==> src/rtl/discrete_pkg.sv <==
// Shared definitions for the discrete audio-circuit models: FSM state type
// and the millivolt-to-sample scaling used to derive comparator thresholds.
package discrete_pkg;

  typedef enum logic {
    SEARCH  = 1'b0,
    MEASURE = 1'b1
  } det_state_e;

  // Sample full scale: 1 <<< FS_SHIFT counts correspond to VCC.
  localparam int FS_SHIFT   = 14;
  localparam int FULL_SCALE = 1 << FS_SHIFT;

  function automatic int mv_to_code(input int mv, input int vcc);
    return (mv <<< FS_SHIFT) / (vcc * 1000);
  endfunction

endpackage

==> src/rtl/schmitt_trigger.sv <==
// Hysteresis comparator: output sets at or above TH_HI, clears at or below
// TH_LO, holds in between. Evaluated only on sample-strobe cycles.
module schmitt_trigger #(
  parameter int TH_HI = 4096,
  parameter int TH_LO = 2048
) (
  input  logic               clk,
  input  logic               I_RSTn,
  input  logic               audio_clk_en,
  input  logic signed [15:0] in,
  output logic               level
);

  logic level_q, level_d;

  always_comb begin
    level_d = level_q;
    if (audio_clk_en) begin
      if (int'(in) >= TH_HI) begin
        level_d = 1'b1;
      end else if (int'(in) <= TH_LO) begin
        level_d = 1'b0;
      end
    end
  end

  always_ff @(posedge clk or negedge I_RSTn) begin
    if (!I_RSTn) begin
      level_q <= 1'b0;
    end else begin
      level_q <= level_d;
    end
  end

  assign level = level_q;

endmodule

==> src/rtl/schmitt_period_detector.sv <==
// Measures rising-to-rising period and high time of a hysteresis-squared
// audio signal, in samples, with a no-signal timeout.
module schmitt_period_detector
  import discrete_pkg::*;
#(
  parameter int SAMPLE_RATE        = 48000,
  parameter int VCC                = 12,
  parameter int V_T_PLUS_MV        = 3000,
  parameter int V_T_MINUS_MV       = 1500,
  parameter int MAX_PERIOD_SAMPLES = 48000
) (
  input  logic               clk,
  input  logic               I_RSTn,
  input  logic               audio_clk_en,
  input  logic signed [15:0] in,
  output logic               level,
  output logic [15:0]        period_samples,
  output logic [15:0]        high_samples,
  output logic               period_valid,
  output logic               no_signal
);

  localparam int TH_HI = mv_to_code(V_T_PLUS_MV, VCC);
  localparam int TH_LO = mv_to_code(V_T_MINUS_MV, VCC);
  localparam logic [15:0] MAX_CNT = 16'(MAX_PERIOD_SAMPLES);
  localparam int unused_sample_rate = SAMPLE_RATE;

  det_state_e  state_q, state_d;
  logic [15:0] per_cnt_q, per_cnt_d;
  logic [15:0] hi_cnt_q, hi_cnt_d;
  logic [15:0] period_q, period_d;
  logic [15:0] high_q, high_d;
  logic        valid_q, valid_d;
  logic        no_sig_q, no_sig_d;
  logic        en_q;
  logic        lvl_prev_q, lvl_prev_d;
  logic        rise, fall;

  schmitt_trigger #(
    .TH_HI(TH_HI),
    .TH_LO(TH_LO)
  ) u_schmitt (
    .clk         (clk),
    .I_RSTn      (I_RSTn),
    .audio_clk_en(audio_clk_en),
    .in          (in),
    .level       (level)
  );

  // The comparator registers on the strobe; edges are evaluated the clock
  // after, against the level seen at the previous strobe.
  assign rise       = en_q &  level & ~lvl_prev_q;
  assign fall       = en_q & ~level &  lvl_prev_q;
  assign lvl_prev_d = en_q ? level : lvl_prev_q;

  always_comb begin
    state_d   = state_q;
    per_cnt_d = per_cnt_q;
    hi_cnt_d  = hi_cnt_q;
    period_d  = period_q;
    high_d    = high_q;
    valid_d   = 1'b0;
    no_sig_d  = no_sig_q;
    if (en_q) begin
      case (state_q)
        SEARCH: begin
          if (rise) begin
            state_d   = MEASURE;
            per_cnt_d = 16'd1;
            hi_cnt_d  = 16'd1;
          end
        end
        MEASURE: begin
          if (rise) begin
            period_d  = per_cnt_q;
            per_cnt_d = 16'd1;
            hi_cnt_d  = 16'd1;
            no_sig_d  = 1'b0;
            valid_d   = 1'b1;
          end else if (per_cnt_q == MAX_CNT) begin
            state_d   = SEARCH;
            per_cnt_d = 16'd0;
            hi_cnt_d  = 16'd0;
            period_d  = 16'd0;
            high_d    = 16'd0;
            no_sig_d  = 1'b1;
          end else begin
            per_cnt_d = per_cnt_q + 16'd1;
            if (fall) begin
              high_d = hi_cnt_q;
            end else if (level) begin
              hi_cnt_d = hi_cnt_q + 16'd1;
            end
          end
        end
        default: state_d = SEARCH;
      endcase
    end
  end

  always_ff @(posedge clk or negedge I_RSTn) begin
    if (!I_RSTn) begin
      state_q    <= SEARCH;
      per_cnt_q  <= 16'd0;
      hi_cnt_q   <= 16'd0;
      period_q   <= 16'd0;
      high_q     <= 16'd0;
      valid_q    <= 1'b0;
      no_sig_q   <= 1'b1;
      en_q       <= 1'b0;
      lvl_prev_q <= 1'b0;
    end else begin
      state_q    <= state_d;
      per_cnt_q  <= per_cnt_d;
      hi_cnt_q   <= hi_cnt_d;
      period_q   <= period_d;
      high_q     <= high_d;
      valid_q    <= valid_d;
      no_sig_q   <= no_sig_d;
      en_q       <= audio_clk_en;
      lvl_prev_q <= lvl_prev_d;
    end
  end

  assign period_samples = period_q;
  assign high_samples   = high_q;
  assign period_valid   = valid_q;
  assign no_signal      = no_sig_q;

endmodule

==> config.mk <==
export PLATFORM = sky130hd
export DESIGN_NAME = schmitt_period_detector
export DESIGN_NICKNAME = d
export VERILOG_FILES = /design/src/rtl/discrete_pkg.sv /design/src/rtl/schmitt_trigger.sv /design/src/rtl/schmitt_period_detector.sv
export SDC_FILE = /design/constraint.sdc
export NUM_CORES = 1
export LEC_CHECK = 0
export BUFFER_PORTS_ARGS = -buffer_cell sky130_fd_sc_hd__buf_2
export CAP_MARGIN = 20
export CELL_PAD_IN_SITES_DETAIL_PLACEMENT = 2
export CELL_PAD_IN_SITES_GLOBAL_PLACEMENT = 2
export CORE_UTILIZATION = 34
export CTS_BUF_LIST = sky130_fd_sc_hd__clkbuf_8
export DETAILED_ROUTE_END_ITERATION = 6
export PLACE_DENSITY_LB_ADDON = 0.1
export SLEW_MARGIN = 10
export SYNTH_ARGS = -nofsm -noshare
export SYNTH_HDL_FRONTEND = slang
export SYNTH_SLANG_ARGS = --single-unit
==> constraint.sdc <==
create_clock -name clk -period 1.98 [get_ports clk]
set_input_delay 0.198 -clock clk [delete_from_list [all_inputs] [get_ports clk]]
set_output_delay 0.198 -clock clk [all_outputs]
set_load 0.01 [all_outputs]
; ---- Word level (Yosys, flattened, before mapping)
; Cells that the tools add are included.
[word_totals]
output_inout_bits = 35
regBits = 70
input_bits = 19
word_cells = 57
[op_classes]
n_eq_ne = 4
n_addsub = 2
bitwise = 8
n_reduce_logical = 8
muxes = 23
n_lt_le_gt_ge = 2
[ops]
columns = cell, n
row1 = 16-bit two-way mux, 11
row2 = 16-bit one-hot mux with 2 select lines, 2
row3 = 16-bit by 1-bit adder with 16-bit output (second input constant), 2
row4 = 16-bit equality test (second input constant), 1
row5 = 16-bit by 14-bit greater-or-equal comparator with 1-bit output (second input constant), 1
row6 = 16-bit by 13-bit <= comparator with 1-bit output (second input constant), 1
row7 = 1-bit two-way mux, 9
row8 = 4-bit AND reduction, 2
row9 = 2-bit nonzero test, 3
row10 = 1-bit AND, 4
row11 = 4-bit by 1-bit inequality test with 1-bit output (second input constant), 1
row12 = 4-bit by 3-bit inequality test with 1-bit output (second input constant), 1
row13 = 1-bit inverter, 4
row14 = 2-bit AND reduction, 2
row15 = 3-bit AND reduction, 1
row16 = 2-bit inequality test (second input constant), 1
row17 = 1-bit one-hot mux with 2 select lines, 1

; ---- Depth between registers and ports, before layout
[depth]
depth_word = 7
mapped_depth = 9
mapped_depth_nobuf = 7

; ---- Cells and area by module
; Synthesis repeated with hierarchy kept, for this count alone.
[hier_totals]
cells_unflattened = 305
area_unflattened_um2 = 3298.2
[modules_own_cells]
columns = module, cells_per_inst, area_each_um2, instances, seq_area_each_um2
row1 = schmitt_period_detector, 294, 3200.6, 1, 1727.9
row2 = schmitt_trigger, 11, 97.6, 1, 25.0

; ---- Worst setup path before layout
; OpenSTA, ideal clock, no wires.
[synth_path]
kind = reg-to-reg
startpoint = register per_cnt_q[0]
endpoint = register per_cnt_q[9]
t_required_ns = 1.911
n_path_buf = 1
setup_slack_ns = 0.080
synth_period_minus_slack_ns = 1.900
setup_time_ns = 0.069
path_stages_with_launch = 9
arrival_time_ns = 1.831
cell_sequence = dfrtp_1 inv_1 ha_1 nor4b_2 and3_1 buf_6 a21o_1 or4b_1 nand3_1
[synth_via]
elab_chain_cells = 4
elab_cells_between_ends = 5
classes_between = add/sub (1) / eq/ne (1) / mux (3)
[synth_lines]
columns = element, line_no
row1 = start: declaration, schmitt_period_detector.sv:29  ; logic [15:0] per_cnt_q, per_cnt_d;
row2 = start signal: assignment, schmitt_period_detector.sv:114  ; per_cnt_q <= per_cnt_d;
row3 = 16-bit by 1-bit adder with 16-bit output / 16-bit equality test (equally long branches), "schmitt_period_detector.sv:88, schmitt_period_detector.sv:80"
row4 = 16-bit two-way mux (*), schmitt_period_detector.sv:80  ; end else if (per_cnt_q == MAX_CNT) begin
row5 = 16-bit two-way mux (*), schmitt_period_detector.sv:74  ; if (rise) begin
row6 = 16-bit one-hot mux with 2 select lines (*), schmitt_period_detector.sv:65  ; case (state_q)
; Mark *: on every way between the ends. The rest lies on a longest branch, timed or not.
; A chain may end at the register's enable or synchronous reset.

; ---- Worst setup path after layout
[layout_path]
startpoint = register per_cnt_q[1]
endpoint = register high_q[6] (netlist: high_samples[6])
[layout_via]
elab_chain_cells = 3
elab_cells_between_ends = 4
classes_between = eq/ne (1) / mux (1) / reduce/logical (2)
[layout_lines]
columns = element, line_no
row1 = 16-bit equality test (*), schmitt_period_detector.sv:80
row2 = 2-bit nonzero test (no line), n/a
row3 = 4-bit AND reduction (no line), n/a
row4 = end signal: assignment, schmitt_period_detector.sv:117  ; high_q <= high_d;
row5 = end: declaration, schmitt_period_detector.sv:32  ; logic [15:0] high_q, high_d;
; Marked as above.

==> summary.txt <==
TritonCTS clock tree: built
Status: finished, violations left
Yosys Warn Count: 0
Syn Area/Cell: 10.74 sq um
XOR/XNOR share of the synthesized area: 2.623%
FF+latch count, synth: 70
Final #Nets: 433
Fraction of layout instances using a drive strength above 1: 32.53%
Num rows: 35
Clk_skew: 0.009164 ns
DIE HEIGHT: 101.1 um
Final Hold Viols: 0
Max_slew headroom: 56.46%
Simple-gate share of the synthesized area: 18.28%
Leakage power: 2.131 nW
Fraction of the mapped netlist area in adder cells: 1.124%
CORE AREA: 9371 sq um
Global-route wire length before repair: 17.34 mm
DRC errors left: 0
Peak Freq: 0.4824 GHz
Setup violation total in the final timing report: 16
CTS Buf Count: 9
Cell accounting for the most synthesized area: dfrtp_1
Required time of the critical path: 2.21 ns
H-tree depth: 3
GR Overflow Total: 0
Max cap viols: 0
Setup CP Type: reg2reg
Post-synth EDFFs: 0
Placer Congestion: 0.8237
Critical path data arrival time: 2.30 ns
Violated checks: setup timing
Post-synth top area share: 51.70%
Area after DPL: 4044 sq um
Hold/Removal Path Class: in2reg
Hpwl dp: 7.185 mm
Sequential share of the synthesized area: 52.49%
Final slew viol count: 0
Top post-synthesis cells by count: dfrtp_1, a22o_1, nand2_1
Share of synthesized registers carrying an async set or reset: 100.0%
Die ar.: 10220 sq um
Chip Width: 101.1 um
Finished Layout Cells: 544
Pwr dens: 823.3 nW/um^2
Area grow syn2layout: 31.06%
CP max FO: 8
Vias: 3027
Initial drt markers: 61
RSZ-0062 raised after global routing: true
CP Capture Type: flip-flop
Placed Instances: 520
Synthesized area: 3339 sq um
Number of global-route vias before repair: 3214
DRT Wirelength: 10.96 mm
Mapped Nets: 333
Most numerous cell in the Yosys netlist: dfrtp_1
Clk root buf: clkbuf_8
Main combinational cell family by area after synthesis: compound AO/OA/AOI/OAI gates
Gr usage total: 22.38%
PortBufs: 53
Mux cell area share after synthesis: 0%
CTS Sinks: 70
Clk pin slew, worst setup/hold paths: 0.07 ns
Final min period: 2.073 ns
Initial core utilization: 35.63%
Leading post-synthesis cells by cell area: dfrtp_1, a22o_1, nand3_1, nand2_1, xor2_1
DR WL/cell: 20.15 um
Synth Instances: 311
Clk_lat worst skew: 0.35 ns
Max VDD drop: 341.8 uV
Synth Flop Type: dfrtp_1
IO Pins: 54
Routed Antenna Nets: 0
Post-synthesis cell type count: 58
CTS Buffer Depth: 2
ANT cells: 0
Tightest Pin Transition: 0.6531 ns
Final worst setup slack: -0.09296 ns
Final worst-path cycle share: 104.7%
Synth Area in Compound Gates: 21.73%
Initial antenna violation count: 0
Setup TNS: -0.8982 ns
Final instance area: 4377 sq um
CP startpoint kind: flip-flop
Largest net degree at the start of global routing: 71
Tot Pwr: 3.603 mW
Vias per std cell: 5.564
Drt first pass iters: 4
## critical path, cell delays in order, from the launching register on
cell and delay [ns]:
dfrtp_1 0.40, inv_2 0.10, ha_4 0.14, nor4b_4 0.28, and2_4 0.22, buf_6 0.09
nand4_1 0.08, a21o_1 0.24, clkbuf_16 0.19, a22o_1 0.21
## per-stage QoR
stage / hold WS (ns) / worst slack [ns] / util, %
global route: 0.06655 / -0.1132 / 46.70
CTS: 0.04290 / 0.01231 / 45.98
floorplan: -0.09759 / 0.07972 / -
detailed placement: 0.2580 / -0.4235 / 43.15
finish: 0.06097 / -0.09296 / 46.70
global placement: 0.2571 / -0.2665 / 43.15
## path summary, 6_finish.rpt
kind                                      end                from  slack [ns]  cells after the start
max                           high_samples[6]        per_cnt_q[1]       -0.09                      9
min                           u_schmitt.level              in[15]        0.06                      2
max reg2reg                   high_samples[6]        per_cnt_q[1]       -0.09                      9
min reg2reg                period_samples[14]  period_samples[14]        0.49                      1
max in group asynchronous           no_signal              I_RSTn        1.24                      3
min in group asynchronous  period_samples[11]              I_RSTn        0.42                      3
## flip-flops by register name, summed over array words and instances, names as in the netlist
register	count
hi_cnt_q	16
per_cnt_q	16
period_samples	16
en_q	1
u_schmitt.level	1
period_valid	1
state_q	1
no_signal	1
lvl_prev_q	1
high_samples	16
## report_power, final
part | total, mW | internal [mW] | switching [mW]
clock | 1.02 | 0.501 | 0.517
sequential | 1.68 | 1.57 | 0.108
combinational | 0.907 | 0.409 | 0.498
## repair_timing
| action | 4_1_cts | 5_1_grt |
|---|---|---|
| buffers inserted | 4 | 2 |
| resized for setup | 6 | 7 |
| endpoints found under the hold margin | 70 | 0 |
| hold buffers | 2 | 0 |
| pin swaps | 1 | 7 |
| setup endpoints to repair | 57 | 39 |
| cloned | 0 | 1 |
## final cells by class
type	count	area [sq um]
Fill cell	1037	4995
Sequential cell	70	1753
Multi-Input combinational cell	217	1504
Timing Repair Buffer	105	760.7
Tap cell	129	161.4
Clock buffer	11	151.4
Inverter	8	30.03
Clock inverter	4	16.27
## cells in the final DEF (no fill, tap or decap), types with 6 or more instances in the layout
| cell type | synthesis | final |
|---|---|---|
| dfrtp_1 | 69 | 69 |
| buf_12 | 0 | 6 |
| and3_1 | 7 | 6 |
| nand4_1 | 6 | 6 |
| o21ai_0 | 11 | 11 |
| buf_4 | 1 | 41 |
| nand2_1 | 24 | 24 |
| xor2_1 | 9 | 9 |
| a21oi_1 | 10 | 10 |
| nand3_1 | 18 | 18 |
| a22o_1 | 32 | 32 |
| and2_1 | 7 | 6 |
| buf_2 | 7 | 53 |
| inv_1 | 8 | 9 |
| nor2_1 | 17 | 17 |
| a31oi_1 | 10 | 10 |
| clkbuf_8 | 0 | 11 |
## metal layers
metal	vias up	part of all wire, %	GRT usage, %
met5	-	0	0
met4	0	2.4	6.577
met3	22	3.1	3.953
li1	1366	-	-
met2	81	49	36.94
met1	1558	46	30.08
## kinds of logic (layout without fill, tap and decap cells)
logic type / count (synthesis) / after routing
simple gates: 110 / 110
compound gates: 94 / 94
flops: 70 / 70
buf+inv: 24 / 128
xor+xnor: 10 / 10
fa+ha+maj: 3 / 3
Note: power is estimated with default switching activity, not from simulation.
